--- config.mk ---
export PLATFORM = sky130hd
export DESIGN_NAME = maddsub_hilo_acc
export DESIGN_NICKNAME = d
export VERILOG_FILES = /design/src/rtl/maddsub_pkg.sv /design/src/rtl/maddsub_hilo_acc_pp_sum.sv /design/src/rtl/maddsub_hilo_acc.sv
export SDC_FILE = /design/constraint.sdc
export NUM_CORES = 1
export LEC_CHECK = 0
export CORE_MARGIN = 2
export CORE_UTILIZATION = 51
export CTS_BUF_LIST = sky130_fd_sc_hd__clkbuf_8
export CTS_CLUSTER_SIZE = 28
export DETAILED_ROUTE_END_ITERATION = 12
export PLACE_DENSITY = 0.78
export SLEW_MARGIN = 20
export SYNTH_ARGS = -nofsm -noshare
export SYNTH_HDL_FRONTEND = slang
export SYNTH_HIERARCHICAL = 1
export SYNTH_SLANG_ARGS = --single-unit
--- constraint.sdc ---
create_clock -name clock -period 4.7 [get_ports clock]
set_input_delay 0.94 -clock clock [delete_from_list [all_inputs] [get_ports clock]]
set_output_delay 0.94 -clock clock [all_outputs]
set_load 0.1 [all_outputs]
--- src/rtl/maddsub_pkg.sv ---
`default_nettype none
// +--------------------------------------------------------------------------+
// | Module   : maddsub_pkg                                                   |
// | Purpose  : Shared encodings and constants for the MAddSub HI/LO          |
// |            combiner: op_acc encodings, FSM states, default DSP latency,  |
// |            product width.                                                |
// | Revision : 1.0 - initial release                                         |
// +--------------------------------------------------------------------------+
package maddsub_pkg;

  // Operand capture (A1REG) + MREG + PREG
  localparam int DSP_LAT_DEFAULT = 3;
  localparam int PROD_W          = 64;

  typedef enum logic [1:0] {
    OP_MULT = 2'b00,
    OP_MADD = 2'b01,
    OP_MSUB = 2'b10,
    OP_RSVD = 2'b11   // behaves as MULT
  } op_acc_e;

  typedef enum logic [1:0] {
    ST_IDLE = 2'b00,
    ST_WAIT = 2'b01,
    ST_ACC  = 2'b10,
    ST_DONE = 2'b11
  } state_e;

endpackage
`default_nettype wire

--- src/rtl/maddsub_hilo_acc_pp_sum.sv ---
`default_nettype none
// +--------------------------------------------------------------------------+
// | Module   : maddsub_pp_sum                                                |
// | Purpose  : Combinational sum of the four 16x16 unsigned partial products |
// |            into a 64-bit product, with two's-complement correction for   |
// |            signed operands.                                              |
// | Ports    : i_pp_ll/lh/hl/hh - slice P outputs (low 32 bits)             |
// |            i_a, i_b         - the operands the slices were fed           |
// |            i_is_signed      - 1 = signed multiply                        |
// |            o_s              - 64-bit product, modulo 2^64                |
// | Revision : 1.0 - initial release                                         |
// +--------------------------------------------------------------------------+
module maddsub_pp_sum
  import maddsub_pkg::*;
(
  input  logic [31:0]       i_pp_ll,
  input  logic [31:0]       i_pp_lh,
  input  logic [31:0]       i_pp_hl,
  input  logic [31:0]       i_pp_hh,
  input  logic [31:0]       i_a,
  input  logic [31:0]       i_b,
  input  logic              i_is_signed,
  output logic [PROD_W-1:0] o_s
);

  logic [PROD_W-1:0] w_u;
  logic [PROD_W-1:0] w_corr_a;
  logic [PROD_W-1:0] w_corr_b;

  // Cross terms are widened before adding so their carry is not lost.
  assign w_u = {32'b0, i_pp_ll}
             + ({32'b0, i_pp_lh} << 16)
             + ({32'b0, i_pp_hl} << 16)
             + {i_pp_hh, 32'b0};

  // (Au - a31*2^32)(Bu - b31*2^32) mod 2^64 drops the a31*b31*2^64 term,
  // leaving only the two cross corrections.
  assign w_corr_a = (i_is_signed && i_a[31]) ? {i_b, 32'b0} : '0;
  assign w_corr_b = (i_is_signed && i_b[31]) ? {i_a, 32'b0} : '0;

  assign o_s = w_u - w_corr_a - w_corr_b;

endmodule
`default_nettype wire

--- src/rtl/maddsub_hilo_acc.sv ---
`default_nettype none
// +--------------------------------------------------------------------------+
// | Module   : maddsub_hilo_acc                                              |
// | Purpose  : Sequencer and combiner for the 4-slice 32x32 DSP multiplier.  |
// |            Drives slice clock enables, sums the partial products and     |
// |            performs MULT/MADD/MSUB (signed/unsigned) into HI/LO with a   |
// |            busy/done handshake.                                          |
// | Ports    : clock, reset (async, active-low)                              |
// |            start, op_acc, op_unsigned, rs, rt  - operation request       |
// |            stall, abort                         - pipeline control       |
// |            hi_we, lo_we, wdata                  - MTHI/MTLO              |
// |            pp_ll/lh/hl/hh                       - slice P outputs        |
// |            ce_ab, ce_m, ce_p                    - slice clock enables    |
// |            busy, done, hi, lo                   - status and result      |
// | Config   : MADDSUB_MULT_BYPASS_EN - MULT/MULTU commit on the last WAIT   |
// |            cycle and skip ACC (one cycle shorter).                       |
// | Revision : 1.0 - initial release                                         |
// +--------------------------------------------------------------------------+
module maddsub_hilo_acc
  import maddsub_pkg::*;
#(
  parameter int DSP_LAT = DSP_LAT_DEFAULT
) (
  input  logic        clock,
  input  logic        reset,
  input  logic        start,
  input  logic [1:0]  op_acc,
  input  logic        op_unsigned,
  input  logic [31:0] rs,
  input  logic [31:0] rt,
  input  logic        stall,
  input  logic        abort,
  input  logic        hi_we,
  input  logic        lo_we,
  input  logic [31:0] wdata,
  input  logic [31:0] pp_ll,
  input  logic [31:0] pp_lh,
  input  logic [31:0] pp_hl,
  input  logic [31:0] pp_hh,
  output logic        ce_ab,
  output logic        ce_m,
  output logic        ce_p,
  output logic        busy,
  output logic        done,
  output logic [31:0] hi,
  output logic [31:0] lo
);

  localparam int                CNT_W      = (DSP_LAT > 1) ? $clog2(DSP_LAT) : 1;
  localparam logic [CNT_W-1:0]  c_cnt_last = CNT_W'(DSP_LAT - 1);

  state_e            r_state;
  state_e            w_state_nxt;
  logic [CNT_W-1:0]  r_count;
  logic [PROD_W-1:0] r_prod;
  logic [31:0]       r_a;
  logic [31:0]       r_b;
  op_acc_e           r_op;
  logic              r_uns;
  logic [31:0]       r_hi;
  logic [31:0]       r_lo;

  logic [PROD_W-1:0] w_s;
  logic [PROD_W-1:0] w_hilo;
  logic [PROD_W-1:0] w_commit;
  logic              w_last;
  logic              w_bypass;

  maddsub_pp_sum u_pp_sum (
    .i_pp_ll     (pp_ll),
    .i_pp_lh     (pp_lh),
    .i_pp_hl     (pp_hl),
    .i_pp_hh     (pp_hh),
    .i_a         (r_a),
    .i_b         (r_b),
    .i_is_signed (~r_uns),
    .o_s         (w_s)
  );

  assign w_hilo = {r_hi, r_lo};

  always_comb begin
    w_commit = r_prod;
    case (r_op)
      OP_MADD: w_commit = w_hilo + r_prod;
      OP_MSUB: w_commit = w_hilo - r_prod;
      default: w_commit = r_prod;
    endcase
  end

  // Next-state and slice enables
  always_comb begin
    w_state_nxt = r_state;
    ce_ab       = 1'b0;
    ce_m        = 1'b0;
    ce_p        = 1'b0;
    w_last      = 1'b0;
    w_bypass    = 1'b0;
    case (r_state)
      ST_IDLE: begin
        // Gated by reset so every output is quiet while reset is held.
        if (reset && start && !stall && !abort) begin
          ce_ab       = 1'b1;
          w_state_nxt = ST_WAIT;
        end
      end
      ST_WAIT: begin
        ce_m   = ~stall;
        ce_p   = ~stall;
        w_last = !stall && (r_count == c_cnt_last);
`ifdef MADDSUB_MULT_BYPASS_EN
        w_bypass = w_last && ((r_op == OP_MULT) || (r_op == OP_RSVD));
`endif
        // A bypassed MULT commits this cycle, so abort can no longer cancel it.
        if (w_bypass)    w_state_nxt = ST_DONE;
        else if (abort)  w_state_nxt = ST_IDLE;
        else if (w_last) w_state_nxt = ST_ACC;
      end
      ST_ACC: begin
        if (!stall) w_state_nxt = ST_DONE;
      end
      ST_DONE: begin
        if (!stall) w_state_nxt = ST_IDLE;
      end
      default: w_state_nxt = ST_IDLE;
    endcase
  end

  always_ff @(posedge clock or negedge reset) begin
    if (!reset) begin
      r_state <= ST_IDLE;
      r_count <= '0;
      r_prod  <= '0;
      r_a     <= '0;
      r_b     <= '0;
      r_op    <= OP_MULT;
      r_uns   <= 1'b0;
      r_hi    <= '0;
      r_lo    <= '0;
    end else begin
      r_state <= w_state_nxt;
      case (r_state)
        ST_IDLE: begin
          if (hi_we) r_hi <= wdata;
          if (lo_we) r_lo <= wdata;
          if (ce_ab) begin
            r_a     <= rs;
            r_b     <= rt;
            r_op    <= op_acc_e'(op_acc);
            r_uns   <= op_unsigned;
            r_count <= '0;
          end
        end
        ST_WAIT: begin
          if (!stall) r_count <= r_count + CNT_W'(1);
          if (w_last) r_prod <= w_s;
          if (w_bypass) {r_hi, r_lo} <= w_s;
        end
        ST_ACC: begin
          if (!stall) {r_hi, r_lo} <= w_commit;
        end
        default: ;
      endcase
    end
  end

  assign busy = (r_state != ST_IDLE);
  assign done = (r_state == ST_DONE);
  assign hi   = r_hi;
  assign lo   = r_lo;

endmodule
`default_nettype wire

-- Word-level counts from Yosys, hierarchy flattened
Cells that the tools add are included.
- muxes and demuxes: 22
- order comparisons: 0
- divide/modulo/power cells: 0
- multiply operators: 0
- shifts and indexed selects: 0
- equal/unequal tests: 14
- reductions and logical operators: 18
- bitwise gates (word level): 2
- $add $sub $neg: 8
- operators with widths (kind ; number):
    64-bit subtractor ; 3
    64-bit adder ; 2
    32-bit 2-to-1 mux ; 4
    64-bit 2-to-1 mux ; 2
    32-bit one-hot mux with 2 select lines ; 2
    64-bit one-hot mux with 2 select lines ; 1
    64-bit by 48-bit adder with 64-bit output ; 1
    32-bit by 48-bit adder with 49-bit output ; 1
    2-bit 2-to-1 mux ; 7
    2-bit inequality test (second input constant) ; 7
    3-bit AND reduction ; 3
    2-bit == test (second input constant) ; 4
    2-bit one-hot mux with 4 select lines ; 1
    1-bit logical AND ; 6
    2-bit nonzero test ; 3
    2-bit by 1-bit == test with 1-bit output (second input constant) ; 2
    1-bit 2-to-1 mux ; 4
    2-bit one-hot mux with 2 select lines ; 1
    2-bit AND reduction ; 2
    4-bit AND reduction ; 1
    3-bit inequality test (second input constant) ; 1
    2-bit by 1-bit adder with 2-bit output (second input constant) ; 1
    1-bit logical NOT ; 2
    2-bit logical NOT ; 1
    1-bit inverter ; 2
- word-level logic and storage cells: 73
- input port bits: 234
- latch bits: 0
- output and inout bits: 69
- ROM bits: 0
- memory bits (writable): 0
- memories kept: 0
- register bits after elaboration: 199

-- Depth between registers and ports, before layout
Gate-level depths: netlist (run 1).
- depth after elaboration: 7
- mapped depth: 25
- depth with buffers taken out: 24

-- Hierarchy
The synthesis (run 1) kept the hierarchy.
- modules (own cells, without submodules) (module ; area an instance (µm²) ; cells each ; instances ; seq. area each (µm²)):
    maddsub_hilo_acc ; 13711.9 ; 1649 ; 1 ; 4979.8
    maddsub_pp_sum ; 8010.2 ; 1080 ; 1 ; 0.0

-- Worst setup path after synthesis (run 1)
OpenSTA, ideal clock, no wires.
- path type: input -> register
- start point: input port pp_ll[16]
- end point: register r_prod[62]
- setup slack: -1.250 ns
- stages: 24
- data required time: 4.635 ns
- buffers on the path: 2
- data arrival time: 5.885 ns
- library setup time: 0.065 ns
- cell sequence: ha_1 > inv_1 > fa_1 > nor2b_1 > o21a_1 > o21ai_0 > a21oi_1 > o2111ai_1 > a31o_2 > buf_2 > or4b_1 > fa_1 > inv_1 > ha_1 > ha_1 > clkbuf_1 > nand2_1 > nor2_1 > nand3_1 > or3_1 > o21a_1 > a311o_1 > o311ai_1 > mux2_2
- cells in the longest elaborated chain, start to end: 5
- RTL lines (element ; RTL line ; source):
    from (decl) ; maddsub_hilo_acc.sv:36 ; input logic [31:0] pp_ll,
    32-bit by 48-bit adder with 49-bit output ; maddsub_hilo_acc_pp_sum.sv:32 ; + ({32'b0, i_pp_lh} << 16)
    64-bit by 48-bit adder with 64-bit output ; maddsub_hilo_acc_pp_sum.sv:33 ; + ({32'b0, i_pp_hl} << 16)
    64-bit adder ; maddsub_hilo_acc_pp_sum.sv:34 ; + {i_pp_hh, 32'b0};
    64-bit subtractor (2 in series) ; maddsub_hilo_acc_pp_sum.sv:41 ; assign o_s = w_u - w_corr_a - w_corr_b;
    via w_s[62] ; maddsub_hilo_acc.sv:63 ; logic [PROD_W-1:0] w_s;
    to (signal assigned) ; maddsub_hilo_acc.sv:156 ; if (w_last) r_prod <= w_s;
    to (decl) ; maddsub_hilo_acc.sv:55 ; logic [PROD_W-1:0] r_prod;
The timed path passes the listed nets, and every way through them passes these cells.
A chain may end at the register's enable or synchronous reset.

-- Worst setup path after layout (run 1)
- start point: input port pp_ll[22]
- end point: register r_prod[61]
Same word-level chain as after synthesis.

==> out/results.ini, run 1 <==
[outcome]
status = complete, but fails checks
violations = setup timing

[power_and_ir_drop]
p_per_area_nw_per_um2 = 500
intPower_mw = 8.07
p_switching_mw = 7.69
clkPwrFrac_pct = 8.0
total_power_mw = 15.8
p_sw_share_pct = 48.8
seq_power_share_pct = 13.6
leakagePower_nw = 14.7
power_frac_comb_pct = 78.4
ir_worst_vdd_v = 0.000309

[finish]
design_area_um2 = 31500
seqCellArea_um2 = 4980
fill_cells = 3012
final_common_cell = buf_4
areaGrowthSynthToFinish_pct = 45.2
multi_input_area_um2 = 17400
final_cell_mix = buf_4, nand2_1, clkdlybuf4s50_1
fin_cells = 4013
nNetsFinal = 3979
drive_gt1_share_pct = 28.2

[placement]
placed_area_um2 = 28800
io_buffers = 302
dpl.cell_count = 3911
dp_hpwl_um = 65200
gp_congestion = 1.02

[sta]
hold_viol = 0
clock_skew_ns = 0.0222
tightest_slew_ns = 1.02
rsz0062_at_grt = yes
drv_slew = 0
holdWs_ns = 0.366
period_share_pct = 114
fin_crit_ns = 5.34
setup_violations = 35
slew_headroom_pct = 31.9
setup_slack_ns = -0.637
tns_ns = -12.26
fmax_mhz = 187

[global_routing]
grt_pass1_vias = 23600
antenna_found_initial = 1
track_usage_pct = 37.4
grt_max_degree = 91
grt_pass1_wl_um = 129000
gr-total-overflow = 0

[critical_path]
end_kind = flop
crit_type = in2reg
ff2ff_path_depth = 21
critPathLaunch = pp_ll[22]
worstSetupStartpointType = input port
rr_startpoint = r_uns$_DFFE_PN0P_
cp.required_ns = 5.19
cp_max_fo = 4
arrival_ns = 5.83

[logic_synthesis]
synth_area_leader_cell = dfrtp_1
synthTopCellsByArea = dfrtp_1, ha_1, nand2_1, fa_1, xnor2_1
yosysTopAreaCellShare_pct = 22.9
ys_warn_count = 6
ys_seq_elements = 199
ys.flop_type = dfrtp_1
syn_area_um2 = 21700
synth_nets = 3248
netlist-cell-type-count = 94
synth_edf_count = 0
syn_inst = 2729
syn_avg_cell_area_um2 = 7.96
ys_seq_area_share_pct = 22.9
async_flop_share_pct = 100

[route]
detail-route-antenna-nets = 0
drt_iter0_drc = 2280
first_pass_iters = 6
dr_total_vias = 23700
routed_wl_um = 84500
viasPerCell = 5.92
drc_errors = 0
wl_per_cell_um = 21.1

[cts]
cts_inserted_buffers = 17
cts_sinks = 199
clkTransAtPathRegs_ns = 0.12
cts_root_buf = clkbuf_8
htree_levels = 4
clk_latency_ns = 0.60
cts_buffer_depth = 2
cts_tree = yes

[floorplan]
placementRows = 75
core_um2 = 42000
die-area_um2 = 44300
io-pin-count = 303
die_y_um = 210
initial_core_util_pct = 51.7
die_w_um = 210

[run]
cap_violations = 0

[worst_hold_path]
hold_class = in2async

routing by layer:
layer	global-route usage, %	up-vias	share of wire (%)	wire length (µm)
li1	-	11000	-	-
met1	50.1	11500	42	35600
met2	61.6	1090	47	39300
met3	5.77	186	7.4	6260
met4	12.9	0	3.9	3290
met5	0	-	0	0
synthesized netlist by cell type (55+ instances only):
master    count
clkbuf_1     98
xor2_1       65
xnor2_1     143
mux2_2       55
nand2_1     466
a21oi_1     239
a21o_1       75
nor2_1      174
ha_1        220
fa_1         65
inv_1       192
dfrtp_1     199
o21ai_0     128
registers in the layout, summed over array words and instances (netlist names), named ones only:
name,count
hi,32
lo,32
r_a,32
r_b,32
r_count,2
r_op,2
r_prod,64
r_state,1
r_uns,1
power by group through the flow:
stage | logic, mW | clock network [mW] | registers, mW
after floorplan | 5.71 | 0 | 2.59
after global placement | 10.0 | 0 | 2.15
after detailed placement | 10.2 | 0 | 2.16
after CTS | 11.3 | 1.28 | 2.13
after global routing | 13.2 | 1.33 | 2.16
final | 12.4 | 1.26 | 2.14
per-stage QoR:
stage | util (%) | worst slack [ns]
finish | 75.0 | -0.637
global route | 75.0 | -0.745
CTS | 72.5 | -0.487
detailed placement | 68.5 | -1.66
global placement | 68.5 | -1.58
floorplan | - | -0.834
critical path, cell delays in order:
cell	delay (ns)
dlygate4sd2_1	0.25
ha_1	0.31
o21ai_2	0.08
a211oi_2	0.23
nand2_1	0.14
a21oi_4	0.21
o2111ai_2	0.19
a31o_4	0.29
buf_6	0.12
or4b_4	0.51
fa_1	0.51
inv_2	0.05
ha_4	0.24
ha_4	0.30
nand4_1	0.10
or3_1	0.32
o221ai_1	0.15
nand3_1	0.12
a21oi_2	0.19
o21a_1	0.19
o211ai_1	0.10
mux2_4	0.28
timing repair:
item                                    in CTS  in global routing
endpoints found under the setup margin      51                 67
gates resized for setup                    224                196
pin swaps                                  115                120
setup buffers                               45                 29
hold buffers                                 0                  0
kinds of logic (layout without fill, tap and decap cells):
| logic type | Yosys count | after routing | synth area share [%] |
|---|---|---|---|
| AOI/OAI and AO/OA | 728 | 728 | 21.7 |
| xor gates and xnor gates | 209 | 209 | 8.46 |
| adders and majority gates | 285 | 285 | 18.7 |
| buffers and inverters | 333 | 1077 | 6.04 |
| DFF | 199 | 199 | 22.9 |
| muxes | 62 | 62 | 3.17 |
| other | 0 | 1 | 0 |
| and+or+nand+nor | 913 | 913 | 19.1 |
path summary, 6_finish.rpt:
path | end | slack (ns)
worst min-delay path | r_a[8]$_DFFE_PN0P_ | 0.37
max in group asynchronous | r_prod[22]$_DFFE_PN0P_ | 3.02
worst min register to register | r_a[0]$_DFFE_PN0P_ | 0.49
worst max register to register | r_prod[61]$_DFFE_PN0P_ | -0.30
min in group clock | r_a[0]$_DFFE_PN0P_ | 0.49
worst max-delay path | r_prod[61]$_DFFE_PN0P_ | -0.64
layout make-up:
cell class / instances / area share, %
Sequential cell: 199 / 15.8
Timing Repair Buffer: 851 / 23.2
Tap cell: 539 / 2.14
Multi-Input combinational cell: 2197 / 55.2
Clock inverter: 15 / 0.674
Inverter: 194 / 2.32
Antenna cell: 1 / 0.00793
Clock buffer: 17 / 0.742
(Power assumes the default switching activity.)
==> run 2, diff against run 1 <==
--- a/config.mk
+++ b/config.mk
@@ -8,8 +8,10 @@
 export CORE_MARGIN = 2
 export CORE_UTILIZATION = 51
 export CTS_BUF_LIST = sky130_fd_sc_hd__clkbuf_8
+export CTS_CLUSTER_DIAMETER = 30
 export CTS_CLUSTER_SIZE = 28
 export DETAILED_ROUTE_END_ITERATION = 12
+export HOLD_SLACK_MARGIN = 0.12
 export PLACE_DENSITY = 0.78
 export SLEW_MARGIN = 20
 export SYNTH_ARGS = -nofsm -noshare
==> results of run 2 <==
Final layout, timing and power as in run 1 (identical DEF).
